===== config.mk =====
export PLATFORM = sky130hd
export DESIGN_NAME = cache_refill_controller
export DESIGN_NICKNAME = d
export VERILOG_FILES = /design/src/rtl/cache_refill_controller.sv
export SDC_FILE = /design/constraint.sdc
export NUM_CORES = 1
export LEC_CHECK = 0
export CORE_ASPECT_RATIO = 1.2
export CORE_MARGIN = 2
export CORE_UTILIZATION = 39
export CTS_CLUSTER_DIAMETER = 60
export DETAILED_ROUTE_END_ITERATION = 8
export PLACE_DENSITY_LB_ADDON = 0.08
export SETUP_SLACK_MARGIN = 0.4
export SYNTH_ARGS = -nofsm -noshare
export SYNTH_HDL_FRONTEND = slang
export SYNTH_SLANG_ARGS = --single-unit

===== constraint.sdc =====
create_clock -name clk_i -period 2.1 [get_ports clk_i]
set_input_delay 0.42 -clock clk_i [delete_from_list [all_inputs] [get_ports clk_i]]
set_output_delay 0.42 -clock clk_i [all_outputs]
set_load 0.02 [all_outputs]

===== src/rtl/cache_refill_controller.sv =====
// Memory-side refill engine for a direct-mapped cache: writes back a dirty victim line (flush)
// and then fetches the missed line beat-by-beat, handing it to the cache in a single FILL cycle.
module cache_refill_controller #(
    parameter int unsigned BLOCK_SIZE             = 4,
    parameter int unsigned NUM_OF_BLOCKS_PER_LINE = 2,
    parameter int unsigned NUM_OF_CACHE_LINES     = 4,
    parameter int unsigned ADDRESS_SIZE           = 16
) (
    input  logic                                         clk_i,
    input  logic                                         rst_n_i,
    input  logic                                         fetch_req_i,
    input  logic                                         flush_req_i,
    input  logic [ADDRESS_SIZE-1:0]                      miss_address_i,
    input  logic [ADDRESS_SIZE-1:0]                      victim_address_i,
    input  logic [NUM_OF_BLOCKS_PER_LINE*BLOCK_SIZE-1:0] victim_line_i,
    output logic                                         busy_o,
    output logic                                         done_o,
    output logic                                         write_line_o,
    output logic [ADDRESS_SIZE-1:0]                      address_o,
    output logic [NUM_OF_BLOCKS_PER_LINE*BLOCK_SIZE-1:0] line_o,
    output logic                                         mem_valid_o,
    output logic                                         mem_we_o,
    output logic [ADDRESS_SIZE-1:0]                      mem_addr_o,
    output logic [BLOCK_SIZE-1:0]                        mem_wdata_o,
    input  logic [BLOCK_SIZE-1:0]                        mem_rdata_i,
    input  logic                                         mem_ready_i
);

    localparam int unsigned INDEX_LENGTH = $clog2(NUM_OF_CACHE_LINES);
    localparam int unsigned BEAT_W       = $clog2(NUM_OF_BLOCKS_PER_LINE);
    localparam int unsigned LINE_W       = NUM_OF_BLOCKS_PER_LINE * BLOCK_SIZE;
    localparam int unsigned UPPER_W      = ADDRESS_SIZE - BEAT_W;
    localparam logic [BEAT_W-1:0] LAST_BEAT = BEAT_W'(NUM_OF_BLOCKS_PER_LINE - 1);

    typedef enum logic [1:0] {
        StIdle,
        StFlush,
        StFetch,
        StFill
    } state_e;

    state_e state_q, state_d;
    logic [BEAT_W-1:0]  beat_q, beat_d;
    // Only {tag, index} is kept; the beat counter supplies the block offset.
    logic [UPPER_W-1:0] miss_upper_q;
    logic [UPPER_W-1:0] victim_upper_q;
    logic [LINE_W-1:0]  victim_line_q;
    logic [LINE_W-1:0]  line_q, line_d;
    logic [ADDRESS_SIZE-1:0] address_q;
    logic [LINE_W-1:0]  line_out_q;
    logic capture_miss, capture_victim, fill_load;

    logic unused_offset_bits;
    assign unused_offset_bits = ^{miss_address_i[BEAT_W-1:0], victim_address_i[BEAT_W-1:0],
                                  INDEX_LENGTH[0]};

    always_comb begin
        state_d        = state_q;
        beat_d         = beat_q;
        line_d         = line_q;
        capture_miss   = 1'b0;
        capture_victim = 1'b0;
        fill_load      = 1'b0;
        busy_o         = (state_q != StIdle);
        done_o         = 1'b0;
        write_line_o   = 1'b0;
        mem_valid_o    = 1'b0;
        mem_we_o       = 1'b0;
        mem_addr_o     = '0;
        mem_wdata_o    = '0;

        unique case (state_q)
            StIdle: begin
                beat_d = '0;
                if (flush_req_i) begin
                    capture_miss   = 1'b1;
                    capture_victim = 1'b1;
                    state_d        = StFlush;
                end else if (fetch_req_i) begin
                    capture_miss = 1'b1;
                    state_d      = StFetch;
                end
            end
            StFlush: begin
                mem_valid_o = 1'b1;
                mem_we_o    = 1'b1;
                mem_addr_o  = {victim_upper_q, beat_q};
                mem_wdata_o = victim_line_q[beat_q*BLOCK_SIZE +: BLOCK_SIZE];
                if (mem_ready_i) begin
                    if (beat_q == LAST_BEAT) begin
                        beat_d  = '0;
                        state_d = StFetch;
                    end else begin
                        beat_d = beat_q + 1'b1;
                    end
                end
            end
            StFetch: begin
                mem_valid_o = 1'b1;
                mem_addr_o  = {miss_upper_q, beat_q};
                if (mem_ready_i) begin
                    line_d[beat_q*BLOCK_SIZE +: BLOCK_SIZE] = mem_rdata_i;
                    if (beat_q == LAST_BEAT) begin
                        beat_d    = '0;
                        fill_load = 1'b1;
                        state_d   = StFill;
                    end else begin
                        beat_d = beat_q + 1'b1;
                    end
                end
            end
            StFill: begin
                write_line_o = 1'b1;
                done_o       = 1'b1;
                state_d      = StIdle;
            end
            default: state_d = StIdle;
        endcase
    end

    always_ff @(posedge clk_i or negedge rst_n_i) begin
        if (!rst_n_i) begin
            state_q        <= StIdle;
            beat_q         <= '0;
            miss_upper_q   <= '0;
            victim_upper_q <= '0;
            victim_line_q  <= '0;
            line_q         <= '0;
            address_q      <= '0;
            line_out_q     <= '0;
        end else begin
            state_q <= state_d;
            beat_q  <= beat_d;
            line_q  <= line_d;
            if (capture_miss) begin
                miss_upper_q <= miss_address_i[ADDRESS_SIZE-1:BEAT_W];
            end
            if (capture_victim) begin
                victim_upper_q <= victim_address_i[ADDRESS_SIZE-1:BEAT_W];
                victim_line_q  <= victim_line_i;
            end
            // Cache-facing address/line change only when a fill is presented, then hold.
            if (fill_load) begin
                address_q  <= {miss_upper_q, {BEAT_W{1'b0}}};
                line_out_q <= line_d;
            end
        end
    end

    assign address_o = address_q;
    assign line_o    = line_out_q;

endmodule


==> out/summary.txt <==
Largest net degree at the start of global routing - 38
Global-route wire length before repair - 11.8 mm
RSZ-0062 raised after global routing - true
Post-Synthesis Cell Area - 3240 µm²
Layout area overhead - 56.0%
Total wire length - 7.29 mm
CP Max Fanout - 5
R2R Path End - address_o[8]$_DFFE_PN0P_
Yosys top cell area share - 55.7%
Most frequent cell after synthesis - dfrtp_1
Synth Warn # - 0
Post-synth EDFFs - 0
Drt pass-1 iters - 4
Mapped Nets - 283
Worst setup SP type - register
Setup-failing EPs final - 0
Syn avg cell area - 14.1 µm²
Max_cap viols - 0
Status - finished, final reports clean
R2R Path Start - state_q[0]$_DFFE_PN0P_
Worst-Skew Late Latency - 0.35 ns
Synth Register Bits - 72
Gr usage total - 17.1%
Die X - 87.2 µm
Initial antenna violation count - 0
TritonCTS Sinks - 72
Post-synthesis cell type count - 29
Period utilisation layout - 97.0%
Sequential share of the synthesized area - 55.7%
Number of global-route vias before repair - 2,305
DIE AREA - 9050 µm²
FMAX - 491 MHz
Fin nets - 402
Max IR drop VDD - 796 µV
Core Area - 8110 µm²
Internal reg-to-reg setup slack - 0.43 ns
Worst setup path category - register to output pin
Die H - 104 µm
Worst hold slack - 0.0266 ns
Worst R2R Path Depth - 7
Avg Vias per Cell - 4.95
Power Density - 1720 nW/µm²
Crit. End Element - output pin
Commonest cells post-synth - 72 x dfrtp_1, 53 x mux2_2, 19 x nor2b_1, 15 x a22oi_1, 12 x mux2_4
Worst Path Arrival - 1.62 ns
Critical path required time - 1.68 ns
Fraction of registers with async set/reset - 100%
Final TNS setup - 0 ns
CTS tree - yes
Worst hold path type - input pin to async pin
Initial Util - 39.9%
Tmin final - 2.04 ns
Hold_buf cts - 0
Initial DRC Count - 57
Mapped Cells - 229
Final ANT Viol Nets - 0
H-tree lvl count - 3
Top cell type by total area after synthesis - dfrtp_1
Pwr Total - 0.00870 W
Share of cells above drive strength 1 - 52.3%
CTS Buf Count - 9
Drt drc - 0
Buffers on Ports - 94
Leak - 2.26 nW
Final hold vios - 0
FILL cells - 653
Clock-pin slew of the registers on the worst-case setup and hold paths - 0.08 ns
Main flop type after synthesis - dfrtp_1
Root Driver - clkbuf_8
Rows - 36
Layout Skew - 0.00710 ns
Max Transition Viols Final - 0
I/O pins - 98
Via count - 2,212
N_diodes - 0
Routed length per placed instance - 16.3 µm
Total gr overflow - 0
Largest cells by area after synthesis - dfrtp_1 56%, mux2_2 18%, mux2_4 5.6%
Clk buf depth - 2
RD Place Congestion - 0.719
Detail Placement HPWL - 4.85 mm
-- power by group --
part           total (W)  switching [W]  leakage (nW)  internal [W]
Combinational    0.00492        0.00210          1.30       0.00282
Clock            0.00121       0.000518         0.108      0.000694
Sequential       0.00256       0.000466         0.859       0.00210
-- cell usage in the layout (no fill, tap or decap), drive strengths merged, types with 2 or more instances in the layout --
master,netlist,layout
a22oi,15,15
mux2i,9,9
bufinv,0,2
clkinv,0,2
o21ai,6,6
ha,5,5
clkdlybuf4s50,0,45
nand3,2,2
nor2b,19,19
nand2,7,7
dlygate4sd2,0,23
dfrtp,72,72
mux2,65,65
clkbuf,5,11
inv,4,4
buf,11,55
-- flip-flops by register name, indices dropped and copies added (netlist names) --
register,count
line_q,8
miss_upper_q,15
victim_line_q,8
victim_upper_q,15
address_o,15
beat_q,1
line_o,8
state_q,2
-- worst max-delay path, stage by stage, from the launching register on --
cell	delay, ns
dfrtp_2	0.44
inv_2	0.12
ha_4	0.22
buf_6	0.13
buf_6	0.12
nor2b_4	0.12
buf_6	0.13
-- routing by layer --
metal / part of all wire, % / wire length [µm] / global-route usage, %
met2: 49 / 3580 / 26.9
met4: 1.2 / 87 / 5.60
met1: 43 / 3150 / 21.8
met3: 6.5 / 476 / 6.22
met5: 0 / 0 / 0
-- stage by stage --
stage | instances | util, % | setup WS (ns) | area (µm²)
2_1_floorplan | 229 | - | 0.377 | 3400
3_3_place_gp | 418 | 55.5 | -0.0645 | 4500
3_5_place_dp | 418 | 55.5 | -0.0721 | 4500
4_1_cts | 444 | 60.1 | 0.0360 | 4870
5_1_grt | 447 | 62.3 | -0.0179 | 5050
6_report | 447 | 62.3 | 0.0626 | 5050
-- repair_timing --
item / 4_1_cts / 5_1_grt
resized for setup: 179 / 35
endpoints found under the setup margin: 60 / 53
pin swaps: 13 / 3
cloned: 1 / 1
setup buffers: 10 / 2
-- area by class of cell --
class / instances / area, µm² / area share, %
repair buffers: 124 / 1310 / 25.8
clock inverters: 5 / 81.3 / 1.61
flip-flops and latches: 72 / 1800 / 35.7
well taps: 95 / 119 / 2.35
inverters: 4 / 15.0 / 0.297
multi-input cells: 137 / 1590 / 31.4
clock buffers: 10 / 138 / 2.73
-- cell families after synthesis --
group                    synth area share, %
multiplexers                            26.8
flip-flops                              55.7
AND/OR/NAND/NOR                         5.49
AO/OA/AOI/OAI                           6.19
buffers and inverters                   3.83
adder cells (fa/ha/maj)                 1.93
other                                  0.116
-- how the worst max path moves through the flow --
stage	end	cells past startpoint	start	slack (ns)
finish	mem_addr_o[13]	6	state_q[1]$_DFFE_PN0P_	0.06
global route	mem_addr_o[13]	6	state_q[0]$_DFFE_PN0P_	-0.02
CTS	mem_addr_o[13]	6	state_q[1]$_DFFE_PN0P_	0.04
detailed placement	mem_addr_o[14]	6	state_q[0]$_DFFE_PN0P_	-0.07
global placement	mem_addr_o[14]	6	state_q[0]$_DFFE_PN0P_	-0.06
floorplan	mem_addr_o[15]	5	state_q[1]$_DFFE_PN0P_	0.38
No activity file was read; power rests on OpenSTA's default activity.
